<file path="config.mk">
export PLATFORM = sky130hd
export DESIGN_NAME = oam_dma_arbiter
export DESIGN_NICKNAME = d
export VERILOG_FILES = /design/src/rtl/nes_bus_defs.sv /design/src/rtl/oam_dma_fsm.sv /design/src/rtl/oam_dma_arbiter.sv
export SDC_FILE = /design/constraint.sdc
export NUM_CORES = 1
export LEC_CHECK = 0
export BUFFER_PORTS_ARGS = -buffer_cell sky130_fd_sc_hd__buf_2
export CAP_MARGIN = 20
export CORE_UTILIZATION = 50
export DETAILED_ROUTE_END_ITERATION = 10
export GPL_ROUTABILITY_DRIVEN = 0
export GPL_TIMING_DRIVEN = 0
export PLACE_DENSITY = 0.85
export SYNTH_ARGS = -nofsm -noshare
export SYNTH_HDL_FRONTEND = slang
export SYNTH_SLANG_ARGS = --single-unit
</file>
<file path="constraint.sdc">
create_clock -name clock -period 2.35 [get_ports clock]
set_input_delay 0.1175 -clock clock [delete_from_list [all_inputs] [get_ports clock]]
set_output_delay 0.1175 -clock clock [all_outputs]
set_load 0.1 [all_outputs]
</file>
<file path="src/rtl/nes_bus_defs.sv">
// nes_bus_defs: shared 2A03 bus addresses and OAM DMA state encoding
package nes_bus_defs;
  localparam logic [15:0] ADDR_OAMDMA  = 16'h4014;
  localparam logic [15:0] ADDR_OAMDATA = 16'h2004;
  localparam logic [2:0] IDLE  = 3'd0;
  localparam logic [2:0] HALT  = 3'd1;
  localparam logic [2:0] ALIGN = 3'd2;
  localparam logic [2:0] READ  = 3'd3;
  localparam logic [2:0] WRITE = 3'd4;
endpackage

</file>
<file path="src/rtl/oam_dma_fsm.sv">
// oam_dma_fsm: OAM DMA sequencing registers (state, count, page, latch, parity)
// DMA_ODD_ALIGN_EN: insert one ALIGN cycle so the first READ lands on a get cycle
module oam_dma_fsm
  import nes_bus_defs::*;
#(
  parameter logic [15:0] TRIGGER_ADDR = ADDR_OAMDMA
) (
  input  logic        clock,
  input  logic        reset,
  input  logic [15:0] cpu_addr,
  input  logic [7:0]  cpu_data_out,
  input  logic        cpu_rw,
  input  logic [7:0]  bus_data_in,
  output logic [2:0]  state,
  output logic [7:0]  count,
  output logic [7:0]  page,
  output logic [7:0]  latch
);
  logic [2:0] halt_next;
`ifdef DMA_ODD_ALIGN_EN
  logic parity;
  always_ff @(posedge clock)
    parity <= reset ? 1'b0 : ~parity;
  // the cycle after HALT would be a put cycle when parity is 0 now, so pad it
  assign halt_next = parity ? READ : ALIGN;
`else
  assign halt_next = READ;
`endif
  always_ff @(posedge clock) begin
    if (reset) begin
      state <= IDLE;
      count <= 8'h00;
      page  <= 8'h00;
      latch <= 8'h00;
    end else begin
      case (state)
        IDLE:
          if (!cpu_rw && cpu_addr == TRIGGER_ADDR) begin
            page  <= cpu_data_out;
            state <= HALT;
          end
        HALT:  state <= halt_next;
        ALIGN: state <= READ;
        READ: begin
          latch <= bus_data_in;
          state <= WRITE;
        end
        WRITE: begin
          count <= count + 8'h01;
          state <= (count == 8'hFF) ? IDLE : READ;
        end
        default: state <= IDLE;
      endcase
    end
  end
endmodule

</file>
<file path="src/rtl/oam_dma_arbiter.sv">
// oam_dma_arbiter: sprite DMA controller and 2A03 bus arbiter, CPU passthrough when idle
// DMA_ODD_ALIGN_EN: enables the odd-cycle ALIGN state in oam_dma_fsm
module oam_dma_arbiter
  import nes_bus_defs::*;
#(
  parameter logic [15:0] TRIGGER_ADDR = ADDR_OAMDMA,
  parameter logic [15:0] TARGET_ADDR  = ADDR_OAMDATA
) (
  input  logic        clock,
  input  logic        reset,
  input  logic [15:0] cpu_addr,
  input  logic [7:0]  cpu_data_out,
  input  logic        cpu_rw,
  output logic        cpu_rdy,
  output logic [15:0] bus_addr,
  output logic [7:0]  bus_data_out,
  output logic        bus_rw,
  input  logic [7:0]  bus_data_in,
  output logic        dma_active
);
  logic [2:0] state;
  logic [7:0] count, page, latch;
  oam_dma_fsm #(.TRIGGER_ADDR(TRIGGER_ADDR)) u_fsm (
    .clock(clock), .reset(reset), .cpu_addr(cpu_addr), .cpu_data_out(cpu_data_out),
    .cpu_rw(cpu_rw), .bus_data_in(bus_data_in), .state(state), .count(count),
    .page(page), .latch(latch)
  );
  // HALT and ALIGN issue a dummy read at the halted CPU's address
  always_comb begin
    bus_addr     = (state == READ) ? {page, count} : (state == WRITE) ? TARGET_ADDR : cpu_addr;
    bus_rw       = (state == IDLE) ? cpu_rw : (state != WRITE);
    bus_data_out = (state == WRITE) ? latch : cpu_data_out;
  end
  assign cpu_rdy    = (state == IDLE);
  assign dma_active = (state != IDLE);
endmodule
</file>
Word-level counts from Yosys, hierarchy flattened
Cells that the tools add are included.
{"block": "word_totals", "regBits": 27, "output_inout_bits": 27, "wordCells": 26}
{"block": "op_classes", "addsub": 1, "eq_ne": 8, "muxes": 7, "reduce_logical": 6}
{"cell": "$mux W16", "count": 2}
{"cell": "$eq A16 B15 Y1 const B", "count": 1}
{"cell": "$pmux W3 S4", "count": 1}
{"cell": "$add A8 B1 Y8 const B", "count": 1}
{"cell": "$eq A8 B8 Y1 const B", "count": 1}
{"cell": "$mux W8", "count": 1}
{"cell": "$eq A3 B2 Y1 const B", "count": 2}
{"cell": "$eq A3 B1 Y1 const B", "count": 1}
{"cell": "$eq A3 B3 Y1 const B", "count": 1}
{"cell": "$logic_not A3 Y1", "count": 1}
{"cell": "$mux W3", "count": 1}
{"cell": "$ne A3 B3 Y1 const B", "count": 1}
{"cell": "$reduce_bool A3 Y1", "count": 1}
{"cell": "$mux W2", "count": 1}
{"cell": "$ne A2 B1 Y1 const B", "count": 1}
{"cell": "$reduce_and A2 Y1", "count": 1}
{"cell": "$reduce_or A2 Y1", "count": 1}
{"cell": "$logic_and A1 B1 Y1", "count": 1}
{"cell": "$logic_not A1 Y1", "count": 1}
{"cell": "$mux W1", "count": 1}

Longest topological paths before layout
Gate-level depths: netlist of run 1.
{"block": "depth", "word_depth": 4, "mapped_depth": 5, "ltp_nobuf": 4}

Modules after synthesis
A second synthesis of run 1 with hierarchy kept.
{"block": "hier_totals", "hier_cells": 209, "area_unflattened_um2": 1767.9}
{"module": "oam_dma_fsm", "instances": 1, "cells_per_inst": 120, "area_per_inst_um2": 1116.1, "seq_area_each_um2": 540.5}
{"module": "oam_dma_arbiter", "instances": 1, "cells_per_inst": 89, "area_per_inst_um2": 651.9, "seq_area_each_um2": 0.0}

Least setup slack after synthesis of run 1
OpenSTA, ideal clock, no wires.
{"block": "synth_path", "path_type": "reg-to-output", "startpoint": "reg u_fsm.state[2]", "endpoint": "out bus_rw", "t_arrival_ns": 2.474, "path_slack_ns": -0.241, "path_stages_with_launch": 2, "cell_sequence": "dfxtp_1 -> o21ai_0"}
{"block": "synth_between", "elab_chain_cells": 2, "word_cells_on_any_way": 3, "cone_classes": "1 x eq/ne; 1 x mux; 1 x reduce/logical"}
{"item": "start: declaration", "line": "oam_dma_fsm.sv:14", "rtl": "output logic [2:0] state,"}
{"item": "start signal: assignment", "line": "oam_dma_fsm.sv:42", "rtl": "HALT: state <= halt_next;"}
{"item": "start signal: assignment", "line": "oam_dma_fsm.sv:50", "rtl": "state <= (count == 8'hFF) ? IDLE : READ;"}
{"item": "$ne A3 B3 Y1 or $logic_not A3 Y1 (tied branches)", "line": "oam_dma_arbiter.sv:31", "rtl": "bus_rw = (state == IDLE) ? cpu_rw : (state != WRITE);"}
{"item": "$mux W1 (*)", "line": "oam_dma_arbiter.sv:31"}
{"item": "end: declaration", "line": "oam_dma_arbiter.sv:17", "rtl": "output logic bus_rw,"}
Every way passes the cells marked *; elsewhere a longest branch is shown, timed or not.

Worst setup path after layout of run 1
{"block": "layout_path", "startpoint": "reg u_fsm.state[2]", "endpoint": "out bus_addr[12]"}
{"block": "layout_between", "elab_chain_cells": 3, "word_cells_on_any_way": 4, "cone_classes": "2 x eq/ne; 2 x mux"}
{"item": "$eq A3 B3 Y1", "line": "oam_dma_arbiter.sv:30", "rtl": "bus_addr = (state == READ) ? {page, count} : (state == WRITE) ? TARGET_ADDR : cpu_addr;"}
{"item": "$mux W16", "line": "oam_dma_arbiter.sv:30"}
{"item": "$mux W16 (*)", "line": "oam_dma_arbiter.sv:30"}
{"item": "end: declaration", "line": "oam_dma_arbiter.sv:15", "rtl": "output logic [15:0] bus_addr,"}
Marked as above.

==> metrics.cfg, run 1 <==
[route]
drc=0
drtIter0Drc=44
viasPerCell=5.640
wl_um=3639
first_pass_iters=4
routedWlPerCell_um=13.78
drtAntennaViolNets=0
vias=1489

[timing]
worstMarginPinSlew_ps=481.9
fmax_mhz=463.0
fin_crit_sh_pct=91.91
clock_skew_ps=3.315
layout_setup_ws_ps=190.2
fin_tns_setup_ps=0
drv_slew=0
slew_headroom_pct=67.88
period_needed_ps=2160
grt_setup_unrepaired=no
setup_viol=0
worst_hold_slack_ps=-1.329
hold_viol_final=1

[clock_network]
insertion_delay_ps=330
cts_tree=done
cts_buffer_depth=2
cts_resized=0
root_buffer=clkbuf_4
htreeDepth=1
cts_sinks=27
clk_pin_slew_ps=150
cts_buffers=3

[worst_setup_path]
setup.worst_path.start=u_fsm.state[2]
critPathArrivalTime_ps=2040
crit_fanout=10
start_kind=flop
r2r_start=u_fsm.state[0]
crit_type=flop to output port
critical_path_required_ps=2230
reg2reg_slack_ps=860
endpoint_kind=output port

[job]
drv_cap=0

[logic_synthesis]
avgSynthCellArea_um2=8.480
seq_area_frac_synth_pct=38.40
syn_area_mm2=0.001408
ys_ff_latch=27
yosysMostFrequentCell=dfxtp_1
syn_inst=166
syn_nets=202
yosys_warnings=0
synth_top_cell_area_share_pct=38.40
synth_area_leaders=dfxtp_1 38%, a22o_1 8.7%, a21oi_1 6.4%, mux2_2 6.4%, nand4_1 5.8%
synthFlopType=dfxtp_1
synthTopCellsByCount=27 x dfxtp_1, 18 x a21oi_1, 18 x nand2_1, 15 x nor2_1, 14 x a22o_1
postSynth.asyncResetShare_pct=0
synth-edff-count=0
synth.largest_area_cell=dfxtp_1
ys_types=31

[worst_hold_path]
hold_path_startpoint=bus_data_in[2]
hold_class=input port to flop

[die]
start_util_pct=54.82
fp.dieArea_mm2=0.003032
num_rows=18
die_w_um=55.06
die_height_um=55.06
core_area_mm2=0.002567
num_io_pins=62

[placed_design]
dp_slack_ps=477.3
io_buffers=60
hpwlAfterDp_um=2706

[outcome]
status=finished with violations
violations=negative hold slack

[layout]
post_route_cells_drive_above_1_share_pct=37.18
fin_util_pct=70.32
layout.nets=271
area_growth_pct=28.27
fill_cells=229
antenna_cells=0

[global_route]
grt_max_degree=16
antenna_found_initial=0
grt_pass1_wl_um=5223
track_usage_pct=24.62
grt_overflow=0
grt_pass1_vias=1222

[power_and_ir_drop]
power_density_mw_per_mm2=609.7
finalPower_mw=1.101
ir_drop_mv=0.4681
p_leak_nw=0.8179

[logic make-up (layout without fill, tap and decap cells)]
group,count (synthesis),count (layout),share of synthesized area [%]
buffers and inverters,13,81,5.067
adder cells (fa/ha/maj),1,1,0.8887
multiplexers,9,9,7.111
AO/OA/AOI/OAI,44,44,20.09
AND/OR/NAND/NOR,65,65,24.09
XOR/XNOR,7,7,4.356
flip-flops,27,27,38.40
[per-layer routing]
layer | track usage, % | part of all wire (%) | vias up
li1 | - | - | 743
met1 | 32.17 | 46 | 676
met2 | 40.36 | 47 | 65
met3 | 4.918 | 6.7 | 5
met4 | 7.917 | 0.99 | 0
met5 | 0 | 0 | -
[state kept, by name, indices dropped and copies added (netlist names)]
name	cells
u_fsm.page	8
u_fsm.count	8
u_fsm.state	3
u_fsm.latch	8
[worst max-delay path, cell delays in order (launching register included)]
cell     delay (ps)
dfxtp_1         400
nor3b_4         170
buf_4           180
nor2_2          240
buf_6           180
a22o_1          120
buf_2           420
[through the flow]
stage | std cells | cell area, µm²
detailed placement | 256 | 1745
finish | 264 | 1805
CTS | 261 | 1783
global placement | 256 | 1745
floorplan | 166 | 1408
global route | 264 | 1805
[report_power, final]
group / leakage, nW / internal, mW / total, mW / switching [mW]
clock: 0.0177 / 0.0641 / 0.210 / 0.146
sequential: 0.217 / 0.463 / 0.472 / 0.00874
combinational: 0.583 / 0.0786 / 0.419 / 0.340
[cells in the final DEF, fill, tap and decap left out, types with 3 or more instances in the layout]
| master | n |
|---|---|
| clkbuf_1 | 3 |
| a21oi_1 | 18 |
| nand4_1 | 13 |
| o21ai_0 | 8 |
| mux2_2 | 8 |
| a22o_1 | 14 |
| xor2_1 | 6 |
| buf_2 | 66 |
| buf_4 | 3 |
| nand2_1 | 18 |
| nand3_1 | 4 |
| nor2_1 | 15 |
| clkbuf_4 | 3 |
| dfxtp_1 | 27 |
[final cells by class]
cell class                      count  area [µm²]  area share [%]
Timing Repair Buffer               64       332.8           18.43
Sequential cell                    27       540.5           29.94
Clock buffer                        3       22.52           1.247
Inverter                            2       7.507          0.4158
Multi-Input combinational cell    126       795.8           44.07
Tap cell                           30       37.54           2.079
Buffer                             11       63.81           3.534
Clock inverter                      1       5.005          0.2772
[repair_timing]
action                                 in CTS  in global routing
buffers inserted                            0                  3
endpoints found under the hold margin       1                  0
hold buffers                                1                  0
setup endpoints to repair                   0                  7
[worst paths after layout]
kind	cells after the start	to
worst max register to register	4	u_fsm.page[3]
worst min-delay path	3	u_fsm.latch[2]
worst max-delay path	6	bus_addr[12]
worst min register to register	2	u_fsm.latch[1]
(Power assumes the default switching activity.)
==> run 2, diff against run 1 <==
--- a/config.mk
+++ b/config.mk
@@ -7,11 +7,12 @@
 export LEC_CHECK = 0
 export BUFFER_PORTS_ARGS = -buffer_cell sky130_fd_sc_hd__buf_2
 export CAP_MARGIN = 20
-export CORE_UTILIZATION = 50
+export CORE_UTILIZATION = 54
 export DETAILED_ROUTE_END_ITERATION = 10
 export GPL_ROUTABILITY_DRIVEN = 0
 export GPL_TIMING_DRIVEN = 0
-export PLACE_DENSITY = 0.85
+export PLACE_DENSITY = 0.86
 export SYNTH_ARGS = -nofsm -noshare
 export SYNTH_HDL_FRONTEND = slang
+export SYNTH_HIERARCHICAL = 1
 export SYNTH_SLANG_ARGS = --single-unit
==> constraint.sdc (replaced) <==
create_clock -name clock -period 2.35 [get_ports clock]
set_input_delay 0.235 -clock clock [delete_from_list [all_inputs] [get_ports clock]]
set_output_delay 0.235 -clock clock [all_outputs]
set_load 0.1 [all_outputs]
==> metrics.cfg, run 2 <==
[logic_synthesis]
ys_ff_latch=27
yosys_warnings=6
syn_inst=209
syn_nets=245
synth-edff-count=0
synth.largest_area_cell=dfxtp_1
synth_top_cell_area_share_pct=30.57
avgSynthCellArea_um2=8.459
postSynth.asyncResetShare_pct=0
synthTopCellsByCount=27 x dfxtp_1, 24 x o21ai_0, 23 x a21oi_1, 20 x nor2_1, 16 x inv_1
seq_area_frac_synth_pct=30.57
yosysMostFrequentCell=dfxtp_1
syn_area_mm2=0.001768
synthFlopType=dfxtp_1
ys_types=37
synth_area_leaders=dfxtp_1 31%, a221oi_2 8.5%, o21ai_0 6.8%, a21oi_1 6.5%, mux2i_1 5.1%

[route]
wl_um=4778
drtIter0Drc=147
vias=1843
viasPerCell=5.796
routedWlPerCell_um=15.03
first_pass_iters=4
drtAntennaViolNets=0
drc=0

[power_and_ir_drop]
ir_drop_mv=0.4270
power_density_mw_per_mm2=492.4
power_frac_comb_pct=41.5
pwr-share-seq_pct=40.9
p_sw_mw=0.5109
p_int_mw=0.6400
clock_power_share_pct=17.6
p_leak_nw=0.9643
swShare_pct=44.39

[global_route]
use_met2_pct=46.55
grt_pass1_wl_um=7679
grt_pass1_vias=1673
met1_usage_pct=38.62
grtUsageMet3_pct=3.057
grt_max_degree=17
grt_overflow=0
antenna_found_initial=0
grt_busiest_layer=met2
track_usage_pct=28.49

[die]
start_util_pct=57.44
num_io_pins=62
fp.dieArea_mm2=0.003507
core_area_mm2=0.003078
die_w_um=59.22
num_rows=20
die_height_um=59.22

[worst_hold_path]
hold_path_startpoint=bus_data_in[6]
hold_class=input port to flop

[clock_network]
root_buffer=clkbuf_4
cts_buffer_depth=2
cts_buffers=3
clk_pin_slew_ps=150
hold_buffers=0
cts_tree=done
insertion_delay_ps=320
htreeDepth=1
cts_sinks=27

[worst_setup_path]
critPathArrivalTime_ps=2030
crit_type=flop to output port
slowest_delay_ps=410
start_kind=flop
path_cells=buf_6 > and3b_1 > buf_6 > buf_6 > a221oi_4 > buf_4
setup.worst_path.start=u_fsm/state[1]
crit_fanout=10
critical_path_required_ps=2120
endpoint=bus_addr[12]
r2r-end=u_fsm/state[0]
endpoint_kind=output port
crit_slowest_cell=dfxtp_1
reg2reg_depth=4
r2r_start=u_fsm/state[1]
crit_top_cell=buf_6
reg2reg_slack_ps=790

[timing]
hold_viol_final=0
drv_slew=0
clock_skew_ps=9.411
worst_hold_slack_ps=131.9
fin_crit_sh_pct=96.31
setup_viol=0
period_needed_ps=2263
fmax_mhz=441.9
slew_headroom_pct=61.96
worstMarginPinSlew_ps=568.2

[layout]
layout.nets=311
post_route_cells_drive_above_1_share_pct=39.05
top_regs=u_fsm/count (8), u_fsm/latch (8), u_fsm/page (8)
fin_util_pct=75.94
final_common_cell=buf_2
area_growth_pct=32.20
design_area_mm2=0.002337
final_cell_mix=49 x buf_2, 25 x dfxtp_1, 23 x o21ai_0, 23 x a21oi_1, 20 x nor2_1
antenna_cells=0

[placed_design]
place_area_mm2=0.002238
io_buffers=60
hpwlAfterDp_um=3486

[outcome]
status=complete, no violations

[job]
drv_cap=0

[run 2: changes by cell type after synthesis, moves of 4 or more]
cell / delta
inv_1: +14
a221oi_2: +10
nor2_1: +5
a221oi_1: +4
clkbuf_1: +5
o21ai_0: +15
buf_6: +4
a21oi_1: +5
nand2_1: -15
mux2i_1: +8
a22o_1: -14
[run 2: how the worst min path moves through the flow]
stage                           to  cells after the start
CTS                 u_fsm/latch[6]                      3
global placement    u_fsm/latch[6]                      3
global route        u_fsm/latch[6]                      3
finish              u_fsm/latch[6]                      3
detailed placement  u_fsm/latch[0]                      3
floorplan           u_fsm/latch[0]                      2
[run 2: power by group through the flow]
stage / Sequential [mW] / Combinational (mW) / Clock [mW]
floorplan: 0.478 / 0.375 / 0
global placement: 0.479 / 0.457 / 0
detailed placement: 0.480 / 0.459 / 0
CTS: 0.470 / 0.472 / 0.213
global route: 0.471 / 0.500 / 0.224
finish: 0.470 / 0.478 / 0.203
[run 2: logic make-up after synthesis]
logic type | synth area share [%]
flops | 30.57
compound gates | 27.03
buf+inv | 10.19
fa+ha+maj | 0.7076
simple gates | 17.34
xor+xnor | 3.963
mux | 10.19
[run 2: worst max-delay path, delay by kind of cell (launching register included)]
family	cells	cell delay (ps)
buf+inv	4	820
flops	1	410
compound gates	1	290
simple gates	1	180
[run 2: stage by stage]
step	instances	power, mW	TNS (ps)	setup WS, ps
finish	318	1.151	0	86.79
global route	318	1.196	-0.4263	-0.4263
CTS	318	1.155	0	6.314
detailed placement	313	0.9390	0	195.8
global placement	313	0.9359	0	224.2
floorplan	209	0.8530	-1331	-221.5
[run 2: layer usage]
metal | part of all wire (%) | wire (µm)
met1 | 45 | 2128
met2 | 49 | 2343
met3 | 5.0 | 240
met4 | 1.4 | 65
met5 | 0 | 0
[run 2: final cells by class]
cell class / count / area (µm²)
multi-input cells: 147 / 1162
fillers: 240 / 740.7
flip-flops and latches: 27 / 543.0
repair buffers: 61 / 359.1
plain buffers: 18 / 123.9
inverters: 17 / 63.81
well taps: 44 / 55.05
clock buffers: 3 / 22.52
clock inverters: 1 / 7.507
[run 2: repair_timing]
action	CTS	global route
setup endpoints to repair	22	17
buffers inserted	1	0
resized for setup	17	9
==> run 3, diff against run 2 <==
--- a/config.mk
+++ b/config.mk
@@ -7,12 +7,12 @@
 export LEC_CHECK = 0
 export BUFFER_PORTS_ARGS = -buffer_cell sky130_fd_sc_hd__buf_2
 export CAP_MARGIN = 20
-export CORE_UTILIZATION = 54
+export CORE_UTILIZATION = 52
+export CTS_BUF_LIST = sky130_fd_sc_hd__clkbuf_4 sky130_fd_sc_hd__clkbuf_8
 export DETAILED_ROUTE_END_ITERATION = 10
 export GPL_ROUTABILITY_DRIVEN = 0
 export GPL_TIMING_DRIVEN = 0
-export PLACE_DENSITY = 0.86
+export PLACE_DENSITY = 0.88
 export SYNTH_ARGS = -nofsm -noshare
 export SYNTH_HDL_FRONTEND = slang
-export SYNTH_HIERARCHICAL = 1
 export SYNTH_SLANG_ARGS = --single-unit
==> constraint.sdc (replaced) <==
create_clock -name clock -period 2.7 [get_ports clock]
set_input_delay 0.27 -clock clock [delete_from_list [all_inputs] [get_ports clock]]
set_output_delay 0.27 -clock clock [all_outputs]
set_load 0.1 [all_outputs]
==> metrics.cfg, run 3 (same netlist as run 1, synthesis figures left out) <==
[worst_setup_path]
crit_fanout=10
r2r_start=u_fsm.state[2]
slowest_delay_ps=500
critPathArrivalTime_ps=2170
crit_slowest_cell=nor3b_4
start_kind=flop
cpLargestDelayFamily=buffers and inverters
path_buf_inv=2
path_cells=nor3b_4 > buf_6 > mux2_2 > buf_2
endpoint_kind=output port
critical_path_required_ps=2430
crit_type=flop to output port
setup.worst_path.start=u_fsm.state[2]

[timing]
worstMarginPinSlew_ps=494.8
fin_tns_setup_ps=0
setup_viol=0
slew_headroom_pct=66.98
worst_hold_slack_ps=162.7
fin_crit_sh_pct=90.27
period_needed_ps=2437
layout_setup_ws_ps=262.7
hold_viol_final=0
drv_slew=0
grt_setup_unrepaired=no
fmax_mhz=410.3
clock_skew_ps=6.090

[clock_network]
cts_tree=done
cts_resized=0
htreeDepth=1
cts_sinks=27
clk_pin_slew_ps=150
hold_buffers=0
root_buffer=clkbuf_4
cts_buffers=3
cts_setup_buffers=0
insertion_delay_ps=320
cts_buffer_depth=2

[outcome]
status=complete, no violations

[power_and_ir_drop]
swShare_pct=44.54
p_int_mw=0.5258
pwr-share-seq_pct=43.4
power_density_mw_per_mm2=534.7
p_leak_nw=0.7973
power_frac_comb_pct=38.4
p_sw_mw=0.4222
ir_drop_mv=0.3756
clock_power_share_pct=18.2

[die]
fp.dieArea_mm2=0.002919
num_rows=18
die_height_um=54.03
start_util_pct=55.80
num_io_pins=62
die_w_um=54.03
core_area_mm2=0.002522

[layout]
seq_area_um2=540.5
area_growth_pct=25.96
final_common_cell=buf_2
post_route_cells_drive_above_1_share_pct=36.52
layout.nets=267
top_regs=u_fsm.count (8), u_fsm.latch (8), u_fsm.page (8)
antenna_cells=0
multi_input_area_um2=795.8
fill_cells=230
final_cell_mix=66 x buf_2, 27 x dfxtp_1, 18 x nand2_1, 18 x a21oi_1, 15 x nor2_1

[route]
first_pass_iters=4
drtIter0Drc=42
wl_um=3606
drc=0
drtAntennaViolNets=0
routedWlPerCell_um=13.87
viasPerCell=5.704
vias=1483

[global_route]
grt_max_degree=16
use_met2_pct=45.27
grt_pass1_wl_um=5457
grt_pass1_vias=1309
grtUsageMet3_pct=3.672
grt_overflow=0
grt_busiest_layer=met2
met1_usage_pct=32.25
antenna_found_initial=0
track_usage_pct=26.05

[placed_design]
dp_slack_ps=638.5
hpwlAfterDp_um=2787
io_buffers=60

[worst_hold_path]
hold_path_startpoint=bus_data_in[1]
hold_class=input port to flop

[job]
drv_cap=0

==> run 3: area by class of cell <==
type | instances | share of cell area (%)
multi-input cells | 126 | 44.88
flip-flops and latches | 27 | 30.49
repair buffers | 60 | 16.94
plain buffers | 11 | 3.599
well taps | 30 | 2.117
clock buffers | 3 | 1.270
inverters | 2 | 0.4234
clock inverters | 1 | 0.2823
==> run 3: metrics by stage <==
step / power [mW] / std cells / utilization, % / area [µm²]
global placement: 0.7797 / 256 / 69.20 / 1745
floorplan: 0.7039 / 166 / - / 1408
detailed placement: 0.7830 / 256 / 69.20 / 1745
CTS: 0.9548 / 260 / 70.29 / 1773
finish: 0.9480 / 260 / 70.29 / 1773
global route: 0.9865 / 260 / 70.29 / 1773
==> run 3: worst paths after layout <==
| check | slack, ps | endpoint | depth (start not counted) |
|---|---|---|---|
| setup / recovery | 260 | bus_data_out[0] | 4 |
| hold / removal | 160 | u_fsm.latch[1] | 3 |
| setup reg to reg | 1150 | u_fsm.count[1] | 4 |
| hold reg to reg | 470 | u_fsm.latch[6] | 2 |
==> run 3: power groups by stage <==
stage / sequential, mW / combinational (mW) / clock [mW]
2_1_floorplan: 0.418 / 0.286 / 0
3_3_place_gp: 0.419 / 0.361 / 0
3_5_place_dp: 0.420 / 0.363 / 0
4_1_cts: 0.411 / 0.364 / 0.180
5_1_grt: 0.413 / 0.379 / 0.195
6_report: 0.412 / 0.364 / 0.173
==> run 3: metal layers <==
| metal | share of wire (%) | vias to the layer above |
|---|---|---|
| met5 | 0 | - |
| met3 | 5.3 | 4 |
| li1 | - | 737 |
| met4 | 0.64 | 0 |
| met1 | 44 | 692 |
| met2 | 50 | 50 |
==> run 3: worst reg2reg max path: cells and delay by family (launching register included) <==
kind / cells / cell delay [ps]
buffers and inverters: 1 / 230
DFF: 1 / 480
muxes: 1 / 190
and+or+nand+nor: 2 / 550
